File: src/rtl/mem_arbiter.sv
// Two-requester arbiter sharing the unified memory port between icache and dcache.
// Optional Icache starve guard is built when MEM_ARB_STARVE_GUARD_EN is defined.
module mem_arbiter #(
  parameter int unsigned XLEN         = 32,
  parameter int unsigned STARVE_LIMIT = 4
) (
  input  logic            clock,
  input  logic            reset,
  input  logic [1:0]      Icache2mem_command,
  input  logic [XLEN-1:0] Icache2mem_addr,
  input  logic [1:0]      Dcache2mem_command,
  input  logic [XLEN-1:0] Dcache2mem_addr,
  input  logic [63:0]     Dcache2mem_data,
  input  logic [3:0]      mem2proc_response,
  input  logic [63:0]     mem2proc_data,
  input  logic [3:0]      mem2proc_tag,
  output logic [1:0]      proc2mem_command,
  output logic [XLEN-1:0] proc2mem_addr,
  output logic [63:0]     proc2mem_data,
  output logic [3:0]      mem2Icache_response,
  output logic [3:0]      mem2Dcache_response,
  output logic [63:0]     mem2Icache_data,
  output logic [63:0]     mem2Dcache_data,
  output logic [3:0]      mem2Icache_tag,
  output logic [3:0]      mem2Dcache_tag
);

  localparam logic [1:0] BUS_NONE = 2'd0;
  localparam logic [1:0] BUS_LOAD = 2'd1;

  logic [15:1] valid;
  logic [15:1] owner;   // 0 = Icache, 1 = Dcache

  logic i_req, d_req, guard, grant_i, grant_d;
  logic accepted, alloc, tag_hit, i_accepted;

  assign i_req = (Icache2mem_command != BUS_NONE);
  assign d_req = (Dcache2mem_command != BUS_NONE);

`ifdef MEM_ARB_STARVE_GUARD_EN
  logic [3:0] starve_cnt;

  assign guard = (starve_cnt == 4'(STARVE_LIMIT));

  // Count consecutive cycles the Icache asks but is not accepted; saturate at the limit.
  always_ff @(posedge clock or posedge reset) begin
    if (reset) begin
      starve_cnt <= 4'd0;
    end else if (i_req && !i_accepted) begin
      if (starve_cnt != 4'(STARVE_LIMIT)) starve_cnt <= starve_cnt + 4'd1;
    end else begin
      starve_cnt <= 4'd0;
    end
  end
`else
  logic unused_starve_limit;
  assign unused_starve_limit = |4'(STARVE_LIMIT);
  assign guard = 1'b0;
`endif

  assign grant_i    = i_req && (!d_req || guard);
  assign grant_d    = d_req && !grant_i;
  assign accepted   = (mem2proc_response != 4'd0);
  assign i_accepted = grant_i && accepted;
  assign alloc      = accepted &&
                      ((grant_d && (Dcache2mem_command == BUS_LOAD)) ||
                       (grant_i && (Icache2mem_command == BUS_LOAD)));
  assign tag_hit    = (mem2proc_tag != 4'd0) && valid[mem2proc_tag];

  // Request mux, response steering and tag routing; everything forced to 0 in reset.
  always_comb begin
    proc2mem_command    = BUS_NONE;
    proc2mem_addr       = '0;
    proc2mem_data       = 64'd0;
    mem2Icache_response = 4'd0;
    mem2Dcache_response = 4'd0;
    mem2Icache_data     = 64'd0;
    mem2Dcache_data     = 64'd0;
    mem2Icache_tag      = 4'd0;
    mem2Dcache_tag      = 4'd0;
    if (!reset) begin
      mem2Icache_data = mem2proc_data;
      mem2Dcache_data = mem2proc_data;
      if (grant_d) begin
        proc2mem_command    = Dcache2mem_command;
        proc2mem_addr       = Dcache2mem_addr;
        proc2mem_data       = Dcache2mem_data;
        mem2Dcache_response = mem2proc_response;
      end else if (grant_i) begin
        proc2mem_command    = Icache2mem_command;
        proc2mem_addr       = Icache2mem_addr;
        mem2Icache_response = mem2proc_response;
      end
      if (tag_hit) begin
        if (owner[mem2proc_tag]) mem2Dcache_tag = mem2proc_tag;
        else                     mem2Icache_tag = mem2proc_tag;
      end
    end
  end

  // Ownership table: free on return, then allocate so a same-cycle reuse keeps the entry.
  always_ff @(posedge clock or posedge reset) begin
    if (reset) begin
      valid <= '0;
      owner <= '0;
    end else begin
      if (tag_hit) valid[mem2proc_tag] <= 1'b0;
      if (alloc) begin
        valid[mem2proc_response] <= 1'b1;
        owner[mem2proc_response] <= grant_d;
      end
    end
  end

endmodule

File: config.mk
export PLATFORM = sky130hd
export DESIGN_NAME = mem_arbiter
export DESIGN_NICKNAME = d
export VERILOG_FILES = /design/src/rtl/mem_arbiter.sv
export SDC_FILE = /design/constraint.sdc
export NUM_CORES = 1
export LEC_CHECK = 0
export ABC_AREA = 1
export ABC_CLOCK_PERIOD_IN_PS = 5600
export CORE_AREA = 2 2 173 175
export DETAILED_ROUTE_END_ITERATION = 10
export DIE_AREA = 0 0 175 177
export MAX_ROUTING_LAYER = met4
export PLACE_DENSITY_LB_ADDON = 0.3
export SYNTH_ARGS = -nofsm -noshare
export SYNTH_HDL_FRONTEND = slang
export SYNTH_SLANG_ARGS = --single-unit
export TNS_END_PERCENT = 10
File: constraint.sdc
create_clock -name clock -period 5.6 [get_ports clock]
set_clock_uncertainty 0.1 [all_clocks]
set_input_delay 1.12 -clock clock [delete_from_list [all_inputs] [get_ports clock]]
set_output_delay 1.12 -clock clock [all_outputs]
set_load 0.02 [all_outputs]
# Word level (Yosys, flattened, before mapping)
# Index checks and enable logic that the tools add are counted.
[totals]
out_inout_bits = 242
reg_bits = 30
wordCells = 57
inputBits = 206
[classes]
mux = 31
bitwise_logic = 3
n_reduce_logical = 15
magnitude_cmp = 4
eq_ne = 2
[ops]
columns = ["operator", "count"]
rows = [
  ["64-bit two-way mux", 3],
  ["32-bit two-way mux", 3],
  ["4-bit two-way mux", 11],
  ["15-bit two-way mux", 2],
  ["15-bit AND", 1],
  ["15-bit bitwise mux", 1],
  ["15-bit NOT", 1],
  ["15-bit OR", 1],
  ["4-bit by 5-bit < comparator with 1-bit output (second input constant)", 2],
  ["1-bit binary-select mux with 4-bit select", 2],
  ["1-bit demux with 4-bit select", 2],
  ["4-bit by 1-bit >= comparator with 1-bit output (second input constant)", 2],
  ["1-bit logical AND", 8],
  ["4-bit nonzero test", 2],
  ["2-bit two-way mux", 3],
  ["2-bit by 1-bit equality test with 1-bit output (second input constant)", 2],
  ["1-bit two-way mux", 4],
  ["2-bit nonzero test", 2],
  ["1-bit zero test", 2],
  ["1-bit logical OR", 1],
]

# Depth between registers and ports, before layout
[logic_depth]
word_depth = 9
depth_mapped = 13

# Worst setup path after synthesis
# No wires, ideal clock.
[synth_timing]
kind = "input to output"
from = "input reset"
to = "output proc2mem_addr[23]"
path_buffers = 1
setup_slack_ns = 1.564
stages = 4
required_time_ns = 4.380
arrival_ns = 2.816
path_cell_list = "inv_2 clkbuf_1 nand2_1 o22ai_1"
[synth_between]
elab_chain_len = 1
[synth_rtl]
columns = ["element", "line", "source"]
rows = [
  ["from (decl)", "8", "input logic reset,"],
  ["32-bit two-way mux", "81", "if (!reset) begin"],
  ["to (decl)", "18", "output logic [XLEN-1:0] proc2mem_addr,"],
]
# No other way between the ends.

# Worst setup path in the final report
[layout_timing]
from = "input mem2proc_tag[0]"
to = "output mem2Dcache_tag[2]"
[layout_between]
elab_chain_len = 5
[layout_rtl]
columns = ["element", "line", "source"]
rows = [
  ["from (decl)", "16", "input logic [3:0] mem2proc_tag,"],
  ["1-bit binary-select mux with 4-bit select (on tied branches)", "95, 68", ""],
  ["1-bit two-way mux (on tied branches)", "95, 68", ""],
  ["4-bit two-way mux / 1-bit logical AND (equally long branches)", "95, 68", ""],
  ["4-bit two-way mux (*)", "94", "if (tag_hit) begin"],
  ["4-bit two-way mux (*)", "81", ""],
  ["to (decl)", "25", "output logic [3:0] mem2Dcache_tag"],
]
# Every way passes the cells marked *; elsewhere a longest branch is shown, timed or not. The select of a mux whose other input is x is not followed.

==> impl_metrics.csv <==
group,metric,value,unit
yosys,yosys-top-cells-count,"inv_1 (182), nor2_1 (161), nand2_1 (141)",
floorplanning,die_h,177,µm
setup_path,path_class,"in2out",
yosys,ys_seq_area_share,19.92,%
timing,setup_viol,0,
yosys,synth_area_leaders,"dfrtp_1 (20%), inv_1 (18%), nor2_1 (16%)",
grt,grt_pass1_wl,29880,µm
yosys,yosysTopAreaCell,"dfrtp_1",
yosys,yosys_warnings,0,
timing,fin_crit,4.840,ns
setup_path,end_kind,"primary output",
clock_network,clkLatencyLatePin,0.27,ns
pwr,pwr-share-comb,53.8,%
timing,slew_headroom,31.52,%
clock_network,numCtsBuffers,5,
pwr,vdd_drop_max,0.00008994,V
setup_path,path_max_fanout,18,
setup_path,start_kind,"primary input",
final_layout,num_antenna_cells,0,
final_layout,finalNetCount,1280,
timing,fmax,206.6,MHz
drt,dr.pass1.iters,5,
floorplanning,dieArea,0.03098,mm²
run_status,status,"completed",
floorplanning,start_util,12.89,%
placed_design,numPortBuffers,447,
pwr,pwr-share-seq,23.7,%
yosys,synth_cell_types,21,
clock_network,clk_path_buf_depth,2,
hold_path,worstHoldPathCells,2,
pwr,p_int,814.4,µW
hold_path,holdCritPathClass,"reg2reg",
clock_network,cts_setup_buffers,0,
timing,drv_slew,0,
pwr,finalPower,1286,µW
timing,tns,0,ns
pwr,clockPowerShare,22.5,%
clock_network,cts_tree,"done",
clock_network,clk_pin_slew,0.05,ns
drt,drc,0,
final_layout,fillers,3247,
drt,viasPerCell,3.614,
clock_network,postCtsHoldBufs,0,
setup_path,critical-path-max-stage-delay,0.92,ns
setup_path,path_buf_inv,2,
hold_path,hold_start,"owner[2]$_DFFE_PP0P_",
yosys,netlist_area,0.003769,mm²
setup_path,timing.rr.end,"valid[3]$_DFF_PP0_",
final_layout,layout-drive-gt1-share,2.698,%
floorplanning,rows,63,
pwr,p_switching,471.4,µW
pwr,p_leak,0.003979,µW
yosys,async_flop_share,100.0,%
floorplanning,ioPinCount,448,
pwr,switching_share,36.66,%
timing,tightestPinTransition,1.023,ns
floorplanning,core_region_area,0.02924,mm²
drt,vias,5294,
yosys,postSynthCellCount,707,
placed_design,placed_area,0.008163,mm²
yosys,avgSynthCellArea,5.330,µm²
timing,period_share,86.43,%
yosys,synth-edff-count,0,
grt,grt_use_total,12.98,%
drt,wl_per_cell,14.51,µm
yosys,synthFlopType,"dfrtp_1",
final_layout,syn2layout_area_growth,121.0,%
drt,drt_iter0_drc,170,
setup_path,reg2reg_slack,4.74,ns
placed_design,dp_hpwl,18650,µm
clock_network,cts_max_level,2,
drt,drt.antenna.violating_nets,0,
grt,antenna_found_initial,0,
setup_path,cp_top_family,"buffers and inverters",
placed_design,place_congestion,0.8881,
setup_path,cp.arrival,3.62,ns
timing,rsz0062_at_grt,"no",
setup_path,timing.rr.start,"valid[3]$_DFF_PP0_",
yosys,syn_nets,913,
setup_path,crit_top_cell,"nor2_1",
clock_network,clkSinkCount,30,
yosys,yosysMostFrequentCell,"inv_1",
grt,grt_pass1_vias,4910,
clock_network,cts_resized,0,
grt,grt-ovfl-total,0,
setup_path,reg2reg_depth,3,
yosys,synth_top_area_share,19.92,%
setup_path,startpoint,"mem2proc_tag[0]",
setup_path,required,4.38,ns
setup_path,cp_slowest_cell,"clkdlybuf4s50_1",
hold_path,min_to,"owner[2]$_DFFE_PP0P_",
yosys,yosys_register_bits,30,
run,drv_cap,0,
pwr,power_density,154.4,mW/mm²
clock_network,cts_root_buf,"clkbuf_16",
grt,grt_max_degree,75,
final_layout,fin_area,0.008329,mm²
timing,hold_violations,0,
floorplanning,die-width,175,µm
setup_path,crit_chain,"clkdlybuf4s50_1, nand2_1, nor2_1, nand2_1, nand3_1, nor2_1, nand2_2, nand2_2, nor2_1, clkdlybuf4s50_1",
drt,wl,21260,µm
-- per-layer routing --
metal / routed length, µm / up-vias / GRT usage (%)
met2: 10790 / 279 / 23.22
met5: 0 / - / -
li1: - / 2712 / -
met4: 253 / 0 / 2.431
met3: 1797 / 10 / 3.308
met1: 8418 / 2293 / 14.72
-- registers in the layout (all words and copies together), names as in the netlist --
name / count
owner: 15
valid: 15
-- cell families after synthesis --
group / count (synthesis) / share of synthesized area (%)
flops: 30 / 19.92
compound gates: 66 / 10.13
buf+inv: 278 / 34.96
simple gates: 333 / 34.99
-- cell type report --
cell class | instances | area [µm²] | area share (%)
repair buffers | 453 | 4514 | 54.20
multi-input cells | 399 | 1715 | 20.59
flip-flops and latches | 30 | 750.7 | 9.013
inverters | 185 | 694.4 | 8.337
well taps | 390 | 488.0 | 5.858
clock buffers | 8 | 166.4 | 1.998
-- metrics by stage --
| stage | std cells | hold slack [ns] | setup slack, ns | utilization, % |
|---|---|---|---|---|
| final | 1465 | 0.3987 | 0.7598 | 28.48 |
| after global routing | 1465 | 0.4280 | 0.5069 | 28.48 |
| after CTS | 1465 | 0.3978 | 0.7709 | 28.48 |
| after detailed placement | 1457 | 0.3858 | 0.7666 | 27.91 |
| after global placement | 1457 | 0.3897 | 0.8112 | 27.91 |
| after floorplan | 707 | 0.3534 | 1.564 | - |
-- worst reg2reg max path, stage by stage, from the launching register on --
cell and delay (ns):
dfrtp_1 0.37, nand3_1 0.11, nand2_1 0.11, nand2_1 0.05
-- power by group through the flow --
stage,clock network [µW],registers [µW],logic (µW)
3_3_place_gp,0,309,696
3_5_place_dp,0,308,699
4_1_cts,293,304,702
2_1_floorplan,0,289,343
6_report,290,305,691
5_1_grt,302,310,748
-- layout by cell type (no fill, tap or decap) --
cell,instances
clkbuf_16,5
buf_4,6
o22ai_1,32
nor3_1,5
o21ai_1,3
nand3_1,18
nand3_2,1
dfrtp_1,30
o21ai_0,26
nand2_2,3
nor2_4,1
nor2_1,161
buf_2,1
a21oi_1,2
inv_2,3
clkbuf_8,3
o21ai_2,1
nor3_2,3
o21ai_4,2
nand2_1,141
clkdlybuf4s50_1,446
inv_1,182
-- worst max path at each step --
stage                              to  slack, ns  cells after the start
floorplan           proc2mem_addr[23]       1.56                      4
global placement    mem2Dcache_tag[2]       0.81                     13
detailed placement  mem2Dcache_tag[2]       0.77                     10
CTS                 mem2Dcache_tag[2]       0.77                     10
global route        mem2Dcache_tag[2]       0.51                     13
finish              mem2Dcache_tag[2]       0.76                     10
Power figures use the tool's default switching activity.
